==> config.mk <==
export PLATFORM = sky130hd
export DESIGN_NAME = axi_write_arbiter
export DESIGN_NICKNAME = d
export VERILOG_FILES = /design/src/rtl/axi_write_arbiter.sv
export SDC_FILE = /design/constraint.sdc
export NUM_CORES = 1
export LEC_CHECK = 0
export BUFFER_PORTS_ARGS = -buffer_cell sky130_fd_sc_hd__clkbuf_2
export CORE_AREA = 5 5 125 127
export CTS_CLUSTER_SIZE = 16
export DETAILED_ROUTE_END_ITERATION = 7
export DIE_AREA = 0 0 130 132
export SKIP_LAST_GASP = 1
export SYNTH_ARGS = -nofsm -noshare
export SYNTH_HDL_FRONTEND = slang
export SYNTH_SLANG_ARGS = --single-unit
export TNS_END_PERCENT = 10
==> constraint.sdc <==
create_clock -name ACLK -period 3 [get_ports ACLK]
set_clock_uncertainty 0.15 [all_clocks]
set_input_delay 0.3 -clock ACLK [delete_from_list [all_inputs] [get_ports ACLK]]
set_output_delay 0.3 -clock ACLK [all_outputs]
set_load 0.02 [all_outputs]
==> src/rtl/axi_write_arbiter.sv <==
`default_nettype none
// ============================================================================
// axi_write_arbiter : two-master to one-slave AXI3 write-path arbiter that
// holds one grant per transaction (AW, all W beats, B).
// Optional macro ARB_FIXED_PRIORITY_EN : master 0 wins every tie.
// Revision : 1.0
// ============================================================================
module axi_write_arbiter #(
   parameter int DATA_W = 32,
   parameter int ID_W   = 4
) (
   input  logic                ACLK,
   input  logic                ARESET,
   input  logic [ID_W-1:0]     m0_AWID,
   input  logic [31:0]         m0_AWADDR,
   input  logic [3:0]          m0_AWLEN,
   input  logic [2:0]          m0_AWSIZE,
   input  logic [1:0]          m0_AWBURST,
   input  logic [1:0]          m0_AWLOCK,
   input  logic [3:0]          m0_AWCACHE,
   input  logic [2:0]          m0_AWPROT,
   input  logic                m0_AWVALID,
   output logic                m0_AWREADY,
   input  logic [ID_W-1:0]     m0_WID,
   input  logic [DATA_W-1:0]   m0_WDATA,
   input  logic [DATA_W/8-1:0] m0_WSTRB,
   input  logic                m0_WLAST,
   input  logic                m0_WVALID,
   output logic                m0_WREADY,
   output logic [ID_W-1:0]     m0_BID,
   output logic [1:0]          m0_BRESP,
   output logic                m0_BVALID,
   input  logic                m0_BREADY,
   input  logic [ID_W-1:0]     m1_AWID,
   input  logic [31:0]         m1_AWADDR,
   input  logic [3:0]          m1_AWLEN,
   input  logic [2:0]          m1_AWSIZE,
   input  logic [1:0]          m1_AWBURST,
   input  logic [1:0]          m1_AWLOCK,
   input  logic [3:0]          m1_AWCACHE,
   input  logic [2:0]          m1_AWPROT,
   input  logic                m1_AWVALID,
   output logic                m1_AWREADY,
   input  logic [ID_W-1:0]     m1_WID,
   input  logic [DATA_W-1:0]   m1_WDATA,
   input  logic [DATA_W/8-1:0] m1_WSTRB,
   input  logic                m1_WLAST,
   input  logic                m1_WVALID,
   output logic                m1_WREADY,
   output logic [ID_W-1:0]     m1_BID,
   output logic [1:0]          m1_BRESP,
   output logic                m1_BVALID,
   input  logic                m1_BREADY,
   output logic [ID_W-1:0]     s_AWID,
   output logic [31:0]         s_AWADDR,
   output logic [3:0]          s_AWLEN,
   output logic [2:0]          s_AWSIZE,
   output logic [1:0]          s_AWBURST,
   output logic [1:0]          s_AWLOCK,
   output logic [3:0]          s_AWCACHE,
   output logic [2:0]          s_AWPROT,
   output logic                s_AWVALID,
   input  logic                s_AWREADY,
   output logic [ID_W-1:0]     s_WID,
   output logic [DATA_W-1:0]   s_WDATA,
   output logic [DATA_W/8-1:0] s_WSTRB,
   output logic                s_WLAST,
   output logic                s_WVALID,
   input  logic                s_WREADY,
   input  logic [ID_W-1:0]     s_BID,
   input  logic [1:0]          s_BRESP,
   input  logic                s_BVALID,
   output logic                s_BREADY,
   output logic [1:0]          grant,
   output logic                busy,
   output logic                wlast_err
);

   typedef enum logic [1:0] {
      IDLE = 2'd0,
      ADDR = 2'd1,
      DATA = 2'd2,
      RESP = 2'd3
   } state_t;

   state_t     state;
   logic [3:0] len_q;
   logic [3:0] beat_cnt;
   logic       last_grant;
   logic       sel_m1;
   logic       pick_m1;
   logic       aw_hs;
   logic       w_hs;
   logic       b_hs;

   // Routing follows the grant register; master 0 is the default path when idle.
   assign sel_m1 = grant[1];

   always_comb begin
`ifdef ARB_FIXED_PRIORITY_EN
      pick_m1 = m1_AWVALID && !m0_AWVALID;
`else
      pick_m1 = m1_AWVALID && (!m0_AWVALID || !last_grant);
`endif
   end

   assign s_AWID     = sel_m1 ? m1_AWID    : m0_AWID;
   assign s_AWADDR   = sel_m1 ? m1_AWADDR  : m0_AWADDR;
   assign s_AWLEN    = sel_m1 ? m1_AWLEN   : m0_AWLEN;
   assign s_AWSIZE   = sel_m1 ? m1_AWSIZE  : m0_AWSIZE;
   assign s_AWBURST  = sel_m1 ? m1_AWBURST : m0_AWBURST;
   assign s_AWLOCK   = sel_m1 ? m1_AWLOCK  : m0_AWLOCK;
   assign s_AWCACHE  = sel_m1 ? m1_AWCACHE : m0_AWCACHE;
   assign s_AWPROT   = sel_m1 ? m1_AWPROT  : m0_AWPROT;
   assign s_AWVALID  = (state == ADDR) && (sel_m1 ? m1_AWVALID : m0_AWVALID);
   assign m0_AWREADY = (state == ADDR) && grant[0] && s_AWREADY;
   assign m1_AWREADY = (state == ADDR) && grant[1] && s_AWREADY;

   assign s_WID      = sel_m1 ? m1_WID   : m0_WID;
   assign s_WDATA    = sel_m1 ? m1_WDATA : m0_WDATA;
   assign s_WSTRB    = sel_m1 ? m1_WSTRB : m0_WSTRB;
   assign s_WLAST    = sel_m1 ? m1_WLAST : m0_WLAST;
   assign s_WVALID   = (state == DATA) && (sel_m1 ? m1_WVALID : m0_WVALID);
   assign m0_WREADY  = (state == DATA) && grant[0] && s_WREADY;
   assign m1_WREADY  = (state == DATA) && grant[1] && s_WREADY;

   assign m0_BID     = s_BID;
   assign m0_BRESP   = s_BRESP;
   assign m1_BID     = s_BID;
   assign m1_BRESP   = s_BRESP;
   assign m0_BVALID  = (state == RESP) && grant[0] && s_BVALID;
   assign m1_BVALID  = (state == RESP) && grant[1] && s_BVALID;
   assign s_BREADY   = (state == RESP) && (sel_m1 ? m1_BREADY : m0_BREADY);

   assign aw_hs = s_AWVALID && s_AWREADY;
   assign w_hs  = s_WVALID && s_WREADY;
   assign b_hs  = s_BVALID && s_BREADY;

   always_ff @(posedge ACLK) begin
      if (ARESET) begin
         state      <= IDLE;
         grant      <= 2'b00;
         busy       <= 1'b0;
         wlast_err  <= 1'b0;
         beat_cnt   <= 4'd0;
         len_q      <= 4'd0;
         last_grant <= 1'b1;
      end else begin
         wlast_err <= 1'b0;
         case (state)
            IDLE: begin
               if (m0_AWVALID || m1_AWVALID) begin
                  grant <= pick_m1 ? 2'b10 : 2'b01;
                  state <= ADDR;
                  busy  <= 1'b1;
               end
            end
            ADDR: begin
               if (aw_hs) begin
                  len_q    <= s_AWLEN;
                  beat_cnt <= 4'd0;
                  state    <= DATA;
               end
            end
            DATA: begin
               if (w_hs) begin
                  beat_cnt  <= beat_cnt + 4'd1;
                  // WLAST must coincide exactly with beat number AWLEN (mod 16).
                  wlast_err <= s_WLAST != (beat_cnt == len_q);
                  if (s_WLAST) state <= RESP;
               end
            end
            RESP: begin
               if (b_hs) begin
                  last_grant <= grant[1];
                  grant      <= 2'b00;
                  busy       <= 1'b0;
                  state      <= IDLE;
               end
            end
            default: state <= IDLE;
         endcase
      end
   end

endmodule
`default_nettype wire

## Word-level counts from Yosys, hierarchy flattened

Index checks and enable logic that the tools add are counted.

- Add/subtract/negate cells: 1
- Eq/ne operators: 10
- Multiplexer cells: 30
- Bitwise gates (word level): 2
- Reduce and logical (&&, ||, !) cells: 32

Operator list:

| kind | count |
|---|---|
| 32-bit 2-to-1 mux | 2 |
| 4-bit 2-to-1 mux | 7 |
| 1-bit logical AND | 19 |
| 2-bit 2-to-1 mux | 9 |
| 2-bit inequality test, second input constant | 5 |
| 2-bit one-hot mux with 4 select lines | 1 |
| 4-bit one-hot mux with 2 select lines | 1 |
| 1-bit 2-to-1 mux | 6 |
| 3-bit 2-to-1 mux | 2 |
| 3-bit AND reduction | 2 |
| 5-bit AND reduction | 1 |
| 4-bit by 1-bit adder with 4-bit output, second input constant | 1 |
| 2-bit == test, second input constant | 2 |
| 4-bit == test | 1 |
| 2-bit one-hot mux with 2 select lines | 1 |
| 2-bit AND reduction | 2 |
| 2-bit nonzero test | 2 |
| 3-bit OR reduction | 1 |
| 2-bit by 1-bit == test with 1-bit output, second input constant | 1 |
| 1-bit zero test | 2 |
| 2-bit zero test | 1 |
| 1-bit logical OR | 2 |
| 1-bit NOT | 2 |
| 1-bit one-hot mux with 2 select lines | 1 |
| 1-bit inequality test | 1 |

- Bits in registers: 15
- Input port bits: 207
- Output and inout bits: 120
- Word-level logic and storage cells: 82

## Depth between registers and ports, before layout

- Depth after elaboration: 6
- Mapped depth: 6
- Gate-level depth less buffers: 6

## Worst setup path after synthesis

No wires, ideal clock.

- Path kind: reg-to-output
- From: reg grant[1]
- To: out s_AWADDR[30]
- Arrival: 1,575 ps
- Required time: 2,550 ps
- Setup slack: 975 ps
- Stages on the path, launching flop included: 6
- Cell sequence: dfxtp_1 buf_4 buf_4 buf_2 buf_2 mux2_2

- Cells in the longest elaborated chain, start to end: 1

Ends and longest elaborated chain:

| what | RTL line | RTL |
|---|---|---|
| start: declaration | 74 | `output logic [1:0] grant,` |
| start signal: assignment | 153 | `grant <= pick_m1 ? 2'b10 : 2'b01;` |
| 32-bit 2-to-1 mux | 108 | `assign s_AWADDR = sel_m1 ? m1_AWADDR : m0_AWADDR;` |
| end: declaration | 55 | `output logic [31:0] s_AWADDR,` |

Every way passes these cells.

## Worst setup path after layout

- From: reg grant[1]
- To: out s_AWADDR[28]

Same word-level chain as after synthesis.

==> out/metrics.yaml <==
via_per_inst: 4.07
critPathKind: "reg2out"
crit_path_end: "s_AWADDR[28]"
setup_tns_ps: 0
p_per_area_nw_per_um2: 481
p_sw_share_pct: 47.1
fmax_mhz: 422
power_frac_comb_pct: 69.0
yosysWarnings: 0
grt_max_degree: 34
reg2reg_slack_ps: 910
reg2reg_from: "grant[1]"
fin_nets: 726
dp_hpwl_um: 11700
cts_hold_buf: 0
fp.dieH_um: 132
setup_viol: 0
placeableCoreArea_um2: 14300
worstSetupEndpointType: "output pin"
wirelength_um: 12800
io_buffers: 308
drc_errors: 0
pwr-share-seq_pct: 16.5
hold_viol_final: 0
cts-root-buf: "clkbuf_16"
syn_inst: 224
fin_crit_sh_pct: 79.0
vias: 2842
crit_start: "grant[1]"
clkPwrFrac_pct: 14.5
wire_per_inst_um: 18.3
drtIter0Drc: 76
reg2regPathDepth: 4
slew_viol_final: 0
synth_fp_nets: 436
multi_input_area_um2: 1610
min_path_type: "in2reg"
drive_gt1_share_pct: 80.9
place_congestion: 0.872
tritoncts: "built"
p_leak_nw: 2.07
cts_sinks: 15
die_w_um: 130
critPathMaxStageDelay_ps: 650
synth_edf_count: 0
initial_core_util_pct: 14.6
synth_area_um2: 2090
synth_seq_cells: 15
postCtsSetupRepairBufs: 0
required_ps: 2550
cap_violations: 0
dieArea_um2: 17200
path_depth: 3
p_int_mw: 0.970
path_clk_slew_ps: 50
cp.arrival_ps: 1920
rr_endpoint: "state[0]"
fin_ws_ps: 629
cp_slowest_cell: "dfxtp_4"
cts_buffer_depth: 2
period_needed_ps: 2370
regArea_um2: 304
drtPass1Iterations: 4
path_delay_family: "flip-flops"
track_usage_pct: 13.2
grt_pass1_wl_um: 17300
cts_resized: 0
ir_drop_mv: 0.271
antenna_left: 0
syn_to_final_growth_pct: 82.4
clock_latency_ps: 250
run_status: "completed"
std_cell_rows: 44
numCtsBuffers: 3
yosysSeqAreaShare_pct: 14.4
antenna_found_initial: 1
path_cells: "buf_4, mux2_2, clkbuf_2"
startpoint_type: "flop"
switchingPower_mw: 0.865
grt_pass1_vias: 2797
fillCellCount: 1593
grt-ovfl-total: 0
ys.flop_type: "dfxtp_1"
place_ws_ps: 899
synth_cell_types: 34
synthArstFlopShare_pct: 0
slew_headroom_pct: 67.7
min_from: "m1_AWVALID"
htree_levels: 1
io-pin-count: 327
syn_avg_cell_area_um2: 9.34
worstPathMaxFanout: 33
worstMarginPinSlew_ps: 475
crit_buf_inv: 2
rsz0062_at_grt: "false"
-- metrics by stage --
stage | hold slack (ps) | util [%] | cells | power [mW] | instance area, um^2
after CTS | 217 | 26.6 | 697 | 1.85 | 3810
after global routing | 268 | 26.7 | 698 | 1.95 | 3810
after global placement | 340 | 26.1 | 693 | 1.57 | 3730
after floorplan | 315 | - | 224 | 1.13 | 2090
after detailed placement | 339 | 26.1 | 693 | 1.58 | 3730
final | 227 | 26.7 | 698 | 1.84 | 3810
-- worst min path at each step --
stage / to / depth (start not counted) / slack [ps]
floorplan: grant[1] / 2 / 310
global placement: state[1] / 2 / 340
detailed placement: busy / 2 / 340
CTS: grant[1] / 3 / 220
global route: grant[1] / 3 / 270
finish: grant[1] / 3 / 230
-- tightest hold or removal path: stages --
cell and delay (ps):
clkbuf_2 130, nand4b_1 100, a21oi_1 60
-- flip-flops by register name (all words and copies together), names as in the netlist --
name / cells
beat_cnt: 4
busy: 1
grant: 2
last_grant: 1
len_q: 4
state: 2
wlast_err: 1
-- power by group through the flow --
stage               Clock, mW  Sequential, mW  Combinational, mW
finish                  0.267           0.303               1.27
global route            0.280           0.311               1.36
CTS                     0.271           0.304               1.27
detailed placement          0           0.307               1.27
global placement            0           0.306               1.27
floorplan                   0           0.277              0.853
-- cells by family after synthesis --
logic type / synth area share, %
mux: 53.7
flops: 14.4
xor+xnor: 2.09
simple gates: 10.8
compound gates: 7.30
buf+inv: 8.79
fa+ha+maj: 2.99
-- cells in the final DEF, fill, tap and decap left out, types with 5 or more instances in the layout --
cell	synthesis	final
clkbuf_2	0	308
mux2_2	95	95
dfxtp_1	15	14
nor3_1	11	11
nor2_1	8	8
inv_1	7	7
and3_1	6	6
nand2_1	6	6
a21oi_1	6	6
o21ai_0	5	5
ha_1	5	5
-- Yosys cell counts, drive strengths merged (2+ instances only) --
master | number | area [um^2]
o21ai | 5 | 25.0
or4 | 2 | 15.0
buf | 20 | 135
clkbuf | 6 | 22.5
nand2 | 6 | 22.5
a21oi | 6 | 30.0
ha | 5 | 62.6
and3 | 6 | 37.5
o31a | 2 | 17.5
mux2 | 95 | 1070
mux2i | 5 | 53.8
xor2 | 4 | 35.0
a21o | 2 | 15.0
dfxtp | 15 | 300
nor2 | 8 | 30.0
nor3 | 11 | 55.1
inv | 7 | 26.3
nand3 | 2 | 10.0
nor2b | 3 | 18.8
or2 | 2 | 12.5
-- layout make-up --
type	instances	share of cell area, %
timing repair buffer	311	41.0
sequential	15	7.97
clock inverter	1	0.131
inverter	7	0.689
antenna	1	0.0656
multi-input combinational	176	42.1
clock buffer	3	1.97
tap	184	6.03
-- metal layers --
layer	track usage, %	part of all wire, %
met1	19.3	44
met2	20.1	43
met3	3.16	12
met4	2.08	0.70
met5	0	0
(Power assumes the default switching activity.)
